===== src/rtl/psum_arb_pkg.sv =====
// Shared definitions for the partial-sum register arbiter.
//   SRC_P0 / SRC_P1 : source encodings, also the mux select values
//                     (0 = in1 / producer 0, 1 = in2 / producer 1)
//   CNT_WIDTH_DEF   : default width of the saturating grant counters
package psum_arb_pkg;

  localparam logic SRC_P0        = 1'b0;
  localparam logic SRC_P1        = 1'b1;
  localparam int   CNT_WIDTH_DEF = 16;

endpackage


===== src/rtl/psum_reg_arbiter_if.sv =====
// Handshake bundle between the two producers, the arbiter and the consumer.
//   req0_valid/req0_ready : producer 0 request / grant
//   req1_valid/req1_ready : producer 1 request / grant
//   out_valid/out_ready   : register output handshake toward the consumer
//   out_src               : source of the value currently in the register
// Handshake rule: a transfer happens on a rising edge where valid and ready
// are both 1. Ready may depend on valid; valid must never depend on ready.
// The slave modport is the arbiter side, master is the producer/consumer side.
interface psum_reg_arbiter_if;

  logic req0_valid;
  logic req0_ready;
  logic req1_valid;
  logic req1_ready;
  logic out_valid;
  logic out_ready;
  logic out_src;

  modport slave (
    input  req0_valid, req1_valid, out_ready,
    output req0_ready, req1_ready, out_valid, out_src
  );

  modport master (
    output req0_valid, req1_valid, out_ready,
    input  req0_ready, req1_ready, out_valid, out_src
  );

endinterface


===== src/rtl/rr_arb2.sv =====
// Combinational two-way arbiter.
//   valid[1:0] : requests from producer 1 / producer 0
//   last       : index granted most recently
//   rr_en      : 1 = round-robin on contention, 0 = producer 0 always wins
//   enable     : a grant may be issued this cycle
//   grant[1:0] : one-hot grant (all zero when disabled or no request)
//   grant_idx  : index that would be granted (valid only when grant != 0)
module rr_arb2
  import psum_arb_pkg::*;
(
  input  logic [1:0] valid,
  input  logic       last,
  input  logic       rr_en,
  input  logic       enable,
  output logic [1:0] grant,
  output logic       grant_idx
);

  always_comb begin
    grant_idx = SRC_P0;
    if (valid == 2'b11) begin
      grant_idx = rr_en ? ~last : SRC_P0;
    end else if (valid[1]) begin
      grant_idx = SRC_P1;
    end

    grant = 2'b00;
    if (enable && (valid != 2'b00)) begin
      grant = (grant_idx == SRC_P1) ? 2'b10 : 2'b01;
    end
  end

endmodule


===== src/rtl/psum_reg_arbiter.sv =====
// Shares one mux-fed enabled register between two producers.
//   clk, rst      : rising-edge clock, synchronous active-high reset
//   rr_en         : 1 = round-robin, 0 = fixed priority (producer 0 wins)
//   bus           : producer/consumer handshakes (slave side)
//   mux_sel       : register-pair select, 0 = in1 (p0), 1 = in2 (p1)
//   reg_en        : register-pair enable, load at this edge
//   grant_cnt0/1  : saturating counts of accepted transfers per producer
// The register pair itself lives in the parent; this block only steers it.
module psum_reg_arbiter
  import psum_arb_pkg::*;
#(
  parameter int CNT_WIDTH = CNT_WIDTH_DEF
) (
  input  logic                 clk,
  input  logic                 rst,
  input  logic                 rr_en,
  psum_reg_arbiter_if.slave    bus,
  output logic                 mux_sel,
  output logic                 reg_en,
  output logic [CNT_WIDTH-1:0] grant_cnt0,
  output logic [CNT_WIDTH-1:0] grant_cnt1
);

  logic                 full;
  logic                 last;
  logic                 sel_q;
  logic                 out_src_q;
  logic [CNT_WIDTH-1:0] cnt0;
  logic [CNT_WIDTH-1:0] cnt1;

  logic                 slot_free;
  logic [1:0]           grant;
  logic                 grant_idx;

  // A grant is allowed when the register is empty or is being drained this
  // cycle. Holding off during reset drops any grant that coincides with it.
  assign slot_free = !full || bus.out_ready;

  rr_arb2 u_arb (
    .valid     ({bus.req1_valid, bus.req0_valid}),
    .last      (last),
    .rr_en     (rr_en),
    .enable    (slot_free && !rst),
    .grant     (grant),
    .grant_idx (grant_idx)
  );

  assign bus.req0_ready = grant[0];
  assign bus.req1_ready = grant[1];
  assign reg_en         = |grant;
  // Keep the previous select when idle so the mux does not toggle needlessly.
  assign mux_sel        = reg_en ? grant_idx : sel_q;

  assign bus.out_valid  = full;
  assign bus.out_src    = out_src_q;
  assign grant_cnt0     = cnt0;
  assign grant_cnt1     = cnt1;

  always_ff @(posedge clk) begin
    if (rst) begin
      full      <= 1'b0;
      last      <= SRC_P1;  // producer 0 wins the first contested cycle
      sel_q     <= SRC_P0;
      out_src_q <= SRC_P0;
      cnt0      <= '0;
      cnt1      <= '0;
    end else begin
      if (reg_en) begin
        // Covers simultaneous drain + grant: new value replaces old, stays full.
        full      <= 1'b1;
        last      <= grant_idx;
        sel_q     <= grant_idx;
        out_src_q <= grant_idx;
      end else if (full && bus.out_ready) begin
        full <= 1'b0;
      end

      if (grant[0] && (cnt0 != '1)) cnt0 <= cnt0 + CNT_WIDTH'(1);
      if (grant[1] && (cnt1 != '1)) cnt1 <= cnt1 + CNT_WIDTH'(1);
    end
  end

endmodule


===== src/flat_wrapper.sv =====
// flat-port wrapper written by rule: the top's interface ports become plain ports
module psum_reg_arbiter_flat import psum_arb_pkg::*;
#(
  parameter int CNT_WIDTH = CNT_WIDTH_DEF
)
  (clk, rst, rr_en, mux_sel, reg_en, grant_cnt0, grant_cnt1, bus_req0_valid, bus_req1_valid, bus_out_ready, bus_req0_ready, bus_req1_ready, bus_out_valid, bus_out_src);
  psum_reg_arbiter_if bus_i ();
  input  logic clk;
  input  logic rst;
  input  logic rr_en;
  output logic mux_sel;
  output logic reg_en;
  output logic [CNT_WIDTH-1:0] grant_cnt0;
  output logic [CNT_WIDTH-1:0] grant_cnt1;
  input wire logic [$bits(bus_i.req0_valid)-1:0] bus_req0_valid;
  input wire logic [$bits(bus_i.req1_valid)-1:0] bus_req1_valid;
  input wire logic [$bits(bus_i.out_ready)-1:0] bus_out_ready;
  output wire logic [$bits(bus_i.req0_ready)-1:0] bus_req0_ready;
  output wire logic [$bits(bus_i.req1_ready)-1:0] bus_req1_ready;
  output wire logic [$bits(bus_i.out_valid)-1:0] bus_out_valid;
  output wire logic [$bits(bus_i.out_src)-1:0] bus_out_src;
  assign bus_i.req0_valid = bus_req0_valid;
  assign bus_i.req1_valid = bus_req1_valid;
  assign bus_i.out_ready = bus_out_ready;
  assign bus_req0_ready = bus_i.req0_ready;
  assign bus_req1_ready = bus_i.req1_ready;
  assign bus_out_valid = bus_i.out_valid;
  assign bus_out_src = bus_i.out_src;
  psum_reg_arbiter #(.CNT_WIDTH(CNT_WIDTH)) u_core (.clk(clk), .rst(rst), .rr_en(rr_en), .bus(bus_i), .mux_sel(mux_sel), .reg_en(reg_en), .grant_cnt0(grant_cnt0), .grant_cnt1(grant_cnt1));
endmodule

===== config.mk =====
export PLATFORM = sky130hd
export DESIGN_NAME = psum_reg_arbiter_flat
export DESIGN_NICKNAME = d
export VERILOG_FILES = /design/src/rtl/psum_arb_pkg.sv /design/src/rtl/psum_reg_arbiter_if.sv /design/src/rtl/rr_arb2.sv /design/src/rtl/psum_reg_arbiter.sv /design/src/flat_wrapper.sv
export SDC_FILE = /design/constraint.sdc
export NUM_CORES = 1
export LEC_CHECK = 0
export CAP_MARGIN = 5
export CELL_PAD_IN_SITES_DETAIL_PLACEMENT = 0
export CELL_PAD_IN_SITES_GLOBAL_PLACEMENT = 1
export CORE_ASPECT_RATIO = 1.2
export CORE_MARGIN = 2
export CORE_UTILIZATION = 39
export CTS_BUF_LIST = sky130_fd_sc_hd__clkbuf_16
export CTS_CLUSTER_DIAMETER = 80
export DETAILED_ROUTE_END_ITERATION = 7
export PLACE_DENSITY = 0.81
export SLEW_MARGIN = 20
export SYNTH_ARGS = -nofsm -noshare
export SYNTH_HDL_FRONTEND = slang
export SYNTH_SLANG_ARGS = --single-unit

===== constraint.sdc =====
create_clock -name clk -period 3.6 [get_ports clk]
set_input_delay 1.08 -clock clk [delete_from_list [all_inputs] [get_ports clk]]
set_output_delay 1.08 -clock clk [all_outputs]
set_load 0.05 [all_outputs]

==> flow_metrics.env, run 1 <==
export IMPL_power_leakage_nw=0.8732
export IMPL_r2r_cells=6
export IMPL_max_cap_viol_count=0
export IMPL_crit_path_top_delay_cell="clkdlybuf4s50_1"
export IMPL_cpPeakStageDelay_ns=0.49
export IMPL_ant_nets=0
export IMPL_path_cells="clkdlybuf4s50_1 -> nand2b_4 -> or3_1 -> inv_1 -> buf_12"
export IMPL_cts_num_sinks=36
export IMPL_worst_pin_slew_ns=0.8054
export IMPL_fp_dieW_um=67.98
export IMPL_ys_warn_count=0
export IMPL_ctsLongestPathBuffers=2
export IMPL_wl_per_cell_um=14.87
export IMPL_avgSynthCellArea_um2=8.476
export IMPL_syn_inst=226
export IMPL_cts_inserted_buffers=5
export IMPL_grt_overflow_total=0
export IMPL_gp_congestion=0.8785
export IMPL_drive_gt1_share_pct=9.630
export IMPL_grt_max_degree=29
export IMPL_endpoint_kind="output port"
export IMPL_synth_seq_cells=36
export IMPL_post_cts_setup_buffers=0
export IMPL_yosys_area_top_type_share_pct=37.62
export IMPL_io_buffers=43
export IMPL_cp_max_fo=6
export IMPL_synthArstFlopShare_pct=0
export IMPL_core_um2=4662
export IMPL_root_buffer="clkbuf_16"
export IMPL_place_hpwl_um=3546
export IMPL_grt_pass1_wl_um=8169
export IMPL_setup_tns_ns=0
export IMPL_yosysSeqAreaShare_pct=37.62
export IMPL_worstPathRequired_ns=2.52
export IMPL_diodes=0
export IMPL_cts_resized=0
export IMPL_grt_usage_pct=19.23
export IMPL_dieArea_um2=5490
export IMPL_drtIter0Drc=103
export IMPL_path_class="input port to output port"
export IMPL_min_path_cells=2
export IMPL_fin_crit_ns=3.517
export IMPL_ios=44
export IMPL_synthFlopType="dfxtp_1"
export IMPL_path_buf_inv=3
export IMPL_status="completed"
export IMPL_nets=278
export IMPL_ctsHoldBuffers=0
export IMPL_fp_dieH_um=80.77
export IMPL_yosys_area_top_type="dfxtp_1"
export IMPL_cts_max_level=2
export IMPL_drt_total_wl_um=4878
export IMPL_start_util_pct=41.09
export IMPL_vias=1903
export IMPL_worst_path_stages=5
export IMPL_powerDensity_nw_per_um2=347.6
export IMPL_clk_pin_slew_worst_paths_ns=0.05
export IMPL_drc=0
export IMPL_synth_edf_count=0
export IMPL_holdWs_ns=0.4655
export IMPL_grt_setup_unrepaired="no"
export IMPL_viasPerCell=5.802
export IMPL_synthDistinctLibCells=48
export IMPL_cp_start_kind="input port"
export IMPL_slew_headroom_pct=45.81
export IMPL_finalSetupViolCount=0
export IMPL_finalCritPeriodShare_pct=97.69
export IMPL_area_growth_pct=34.81
export IMPL_grt_pass1_vias=1769
export IMPL_clock_fmax_mhz=284.3
export IMPL_rows=27
export IMPL_slew_viol_final=0
export IMPL_syn_area_um2=1916
export IMPL_crit_family="buffers and inverters"
export IMPL_synth_area_leaders="dfxtp_1, a21oi_1, or4_1, o31ai_1, nand3_1"
export IMPL_tritoncts="done"
export IMPL_drt_first_pass_iters=4
export IMPL_synth_fp_nets=234
export IMPL_hold_viol=0
export IMPL_antenna_found_initial=0
export IMPL_vdd_drop_max_v=0.0001990
export IMPL_clk_latency_ns=0.28
export IMPL_finalClockSkew_ns=0.003428
export IMPL_cp_arrival_ns=2.44
export IMPL_hp_class="flip-flop to flip-flop"
-- sequential cells by signal (all words and copies together) (netlist names) --
name                  cells
u_core.bus.out_src        1
u_core.bus.out_valid      1
u_core.grant_cnt0        16
u_core.grant_cnt1        16
u_core.last               1
u_core.sel_q              1
-- worst register-to-register path, stage by stage, from the launching register on --
cell	delay [ns]
dfxtp_1	0.41
ha_1	0.23
and4_1	0.27
nor4b_2	0.66
buf_4	0.30
nor4_1	0.07
mux2_2	0.27
-- final cells by class --
type | count | area (µm²)
Fill cell | 453 | 2079
Sequential cell | 36 | 720.7
Timing Repair Buffer | 51 | 533.0
Clock buffer | 5 | 125.1
Inverter | 7 | 26.28
Tap cell | 58 | 72.57
Multi-Input combinational cell | 169 | 1097
Clock inverter | 2 | 7.507
-- cell usage after synthesis (2+ instances only) --
cell and count:
nor4_1 8, and2_1 3, or4_1 12, and3_1 4, and4_1 5, ha_1 2
dfxtp_1 36, a211oi_1 2, buf_6 2, buf_2 3, mux2i_1 4, o31ai_1 11
a31oi_1 2, or3_1 6, nand4_1 8, o41ai_1 2, nor2_1 8, o21ai_0 6
nand3_1 13, mux2_2 4, nand2_1 17, nor2b_1 5, a21oi_1 20, clkbuf_1 8
nand2b_1 3, nor3_1 4, inv_1 7
-- cells in the final DEF (no fill, tap or decap), types with 5 or more instances in the layout --
cell type / netlist / layout
clkbuf_16: 0 / 5
nor2b_1: 5 / 5
or3_1: 6 / 6
o21ai_0: 6 / 6
dfxtp_1: 36 / 36
nand4_1: 8 / 8
nand3_1: 13 / 13
nor4_1: 8 / 8
o31ai_1: 11 / 11
buf_4: 0 / 8
nor2_1: 8 / 8
and4_1: 5 / 5
or4_1: 12 / 12
nand2_1: 17 / 17
clkdlybuf4s50_1: 0 / 38
a21oi_1: 20 / 20
inv_1: 7 / 7
-- power breakdown --
group / internal, mW / switching [mW] / leakage [nW] / total, mW
logic: 0.0334 / 0.0515 / 0.517 / 0.0849
registers: 0.404 / 0.00399 / 0.291 / 0.408
clock network: 0.247 / 0.158 / 0.0648 / 0.405
-- logic make-up (layout without fill, tap and decap cells) --
logic type | after synthesis | after routing | synth area share [%]
and+or+nand+nor | 104 | 104 | 32.53
AOI/OAI and AO/OA | 55 | 55 | 19.01
muxes | 8 | 8 | 4.441
buffers and inverters | 21 | 65 | 5.095
DFF | 36 | 36 | 37.62
adders and majority gates | 2 | 2 | 1.306
-- metrics by stage --
step                      util (%)  setup WS [ns]  instance area [µm²]  power [mW]  cells
after floorplan                  -         0.1555                 1916      0.4645    226
after global placement       52.50        0.08018                 2447      0.5014    321
after detailed placement     52.50        0.07180                 2447      0.5016    321
after CTS                    55.34        0.06437                 2580      0.9071    328
after global routing         55.39       0.001846                 2582      0.9309    328
final                        55.39        0.08316                 2582      0.8976    328
-- per-layer routing --
layer	routed length [µm]	share of wire [%]	track usage, %	up-vias
li1	-	-	-	958
met3	218	4.5	4.294	10
met4	112	2.3	7.800	0
met2	2364	48	31.55	46
met5	0	0	0	-
met1	2182	45	24.10	889
-- path summary, 6_finish.rpt --
| path | start | end | slack (ns) |
|---|---|---|---|
| setup reg to reg | u_core.grant_cnt0[1]$_SDFFE_PP0P_ | u_core.grant_cnt0[11]$_SDFFE_PP0P_ | 1.27 |
| hold reg to reg | u_core.sel_q$_SDFF_PP0_ | u_core.sel_q$_SDFF_PP0_ | 0.47 |
| setup / recovery | rst | bus_req0_ready | 0.08 |
| hold / removal | u_core.sel_q$_SDFF_PP0_ | u_core.sel_q$_SDFF_PP0_ | 0.47 |
(Power assumes the default switching activity.)
==> run 2: changes to the inputs <==
--- a/config.mk
+++ b/config.mk
@@ -8,8 +8,8 @@
 export CAP_MARGIN = 5
 export CELL_PAD_IN_SITES_DETAIL_PLACEMENT = 0
 export CELL_PAD_IN_SITES_GLOBAL_PLACEMENT = 1
-export CORE_ASPECT_RATIO = 1.2
-export CORE_MARGIN = 2
+export CORE_ASPECT_RATIO = 1.5
+export CORE_MARGIN = 1
 export CORE_UTILIZATION = 39
 export CTS_BUF_LIST = sky130_fd_sc_hd__clkbuf_16
 export CTS_CLUSTER_DIAMETER = 80
==> run 2 against run 1 <==
Compared with the run above: clock skew grew 0.0016 ns; sequential cell count is the same; non-clock buffer count increased by 2; setup slack got worse by 0.023 ns; cell area is 2.1% higher; total power rose by 10%; wire length is 3.6% higher; via count increased by 0.79%; first-iteration DRC count fell by 51%; combinational power up 2%; clock power increased by 22%; die area decreased by 5.3%; critical path type unchanged; highest routed layer unchanged.
==> flow_metrics.env, run 2 (synthesis gave the netlist of run 1 again) <==
export IMPL_pre_cts_ws_ns=0.06259
export IMPL_grt_overflow_total=0
export IMPL_worst_pin_slew_ns=0.6486
export IMPL_final_cell_mix="clkdlybuf4s50_1, dfxtp_1, a21oi_1, nand2_1, nand3_1"
export IMPL_power_leakage_nw=0.8898
export IMPL_drt_total_wl_um=5056
export IMPL_root_buffer="clkbuf_16"
export IMPL_grt_pass1_vias=1724
export IMPL_fp_dieW_um=59.23
export IMPL_diodes=0
export IMPL_endpoint_kind="output port"
export IMPL_cts_resized=0
export IMPL_post_cts_setup_buffers=0
export IMPL_grt_max_degree=30
export IMPL_top_layer="met4"
export IMPL_path_class="input port to output port"
export IMPL_status="completed"
export IMPL_design_power_total_uw=987.6
export IMPL_core_um2=4617
export IMPL_rows=30
export IMPL_drc=0
export IMPL_grt_usage_pct=20.55
export IMPL_tritoncts="done"
export IMPL_place_hpwl_um=3686
export IMPL_fin_crit_ns=3.540
export IMPL_finalClockSkew_ns=0.005008
export IMPL_fillers=465
export IMPL_final_seq_area_um2=720.7
export IMPL_drtIter0Drc=50
export IMPL_layout_commonest_cell="clkdlybuf4s50_1"
export IMPL_final_area_um2=2638
export IMPL_cts_num_sinks=36
export IMPL_powerDensity_nw_per_um2=374.4
export IMPL_multiInputGateArea_um2=1097
export IMPL_grt_pass1_wl_um=8162
export IMPL_met1_length_um=2088
export IMPL_slew_headroom_pct=56.65
export IMPL_finalSetupViolCount=0
export IMPL_grt_setup_unrepaired="no"
export IMPL_area_growth_pct=37.69
export IMPL_setup_tns_ns=0
export IMPL_dieArea_um2=5202
export IMPL_worstPathRequired_ns=2.52
export IMPL_viasPerCell=5.691
export IMPL_gp_congestion=0.8236
export IMPL_holdWs_ns=0.4986
export IMPL_ctsLongestPathBuffers=2
export IMPL_cp_arrival_ns=2.46
export IMPL_ios=44
export IMPL_io_buffers=43
export IMPL_setup_ws_ns=0.05973
export IMPL_max_cap_viol_count=0
export IMPL_cp_max_fo=4
export IMPL_drive_gt1_share_pct=11.36
export IMPL_met3_length_um=183
export IMPL_cts_max_level=2
export IMPL_reg2reg_slack_ns=1.38
export IMPL_start_util_pct=41.49
export IMPL_clock_fmax_mhz=282.5
export IMPL_vias=1918
export IMPL_cts_inserted_buffers=5
export IMPL_vdd_drop_max_v=0.0002553
export IMPL_final_util_pct=57.13
export IMPL_hold_viol=0
export IMPL_cp_start_kind="input port"
export IMPL_antenna_found_initial=0
export IMPL_finalCritPeriodShare_pct=98.34
export IMPL_nets=280
export IMPL_clk_latency_ns=0.28
export IMPL_clk_pin_slew_worst_paths_ns=0.06
export IMPL_slew_viol_final=0
export IMPL_ant_nets=0
export IMPL_fp_dieH_um=87.84
export IMPL_wl_met2_um=2704
export IMPL_drt_first_pass_iters=4
export IMPL_final_cells=337
export IMPL_hp_class="flip-flop to flip-flop"
export IMPL_place_inst=329
export IMPL_wl_per_cell_um=15.00
export IMPL_ctsHoldBuffers=0
export IMPL_post_dp_cell_area_um2=2470
[run 2: cell count changes in the layout (fill, tap and decap cells not counted), sizes merged]
cell / before / now
clkinvlp: 0 / 1
buf: 12 / 14
dlymetal6s2s: 1 / 0
bufinv: 0 / 1
clkinv: 2 / 1
clkdlybuf4s50: 38 / 39
[run 2: path summary, 6_finish.rpt]
kind | start | end | cells after the start
worst max-delay path | bus_req0_valid | mux_sel | 6
worst min-delay path | u_core.sel_q$_SDFF_PP0_ | u_core.sel_q$_SDFF_PP0_ | 2
worst max register to register | u_core.grant_cnt0[0]$_SDFFE_PP0P_ | u_core.grant_cnt0[11]$_SDFFE_PP0P_ | 6
worst min register to register | u_core.sel_q$_SDFF_PP0_ | u_core.sel_q$_SDFF_PP0_ | 2
[run 2: metal layers]
layer | up-vias | GRT usage, %
li1 | 962 | -
met1 | 911 | 22.02
met2 | 38 | 38.51
met3 | 7 | 4.136
met4 | 0 | 7.359
met5 | - | 0
[run 2: area by class of cell]
| class | count | area share [%] |
|---|---|---|
| Inverter | 7 | 0.9962 |
| Clock inverter | 3 | 1.613 |
| Clock buffer | 5 | 4.744 |
| Sequential cell | 36 | 27.32 |
| Multi-Input combinational cell | 169 | 41.60 |
| Tap cell | 64 | 3.036 |
| Timing Repair Buffer | 53 | 20.68 |
[run 2: worst max-delay path, cell delays in order]
cell	delay (ns)
clkdlybuf4s50_1	0.55
nor2_1	0.05
or3_1	0.39
nand2_1	0.11
nand2_1	0.10
buf_12	0.17
[run 2: where the power goes]
group          leakage [nW]  internal [mW]  total, mW  switching, mW
registers             0.291          0.404      0.408        0.00402
logic                 0.519         0.0343     0.0865         0.0522
clock network        0.0798          0.325      0.494          0.168
total                 0.890          0.763      0.988          0.225
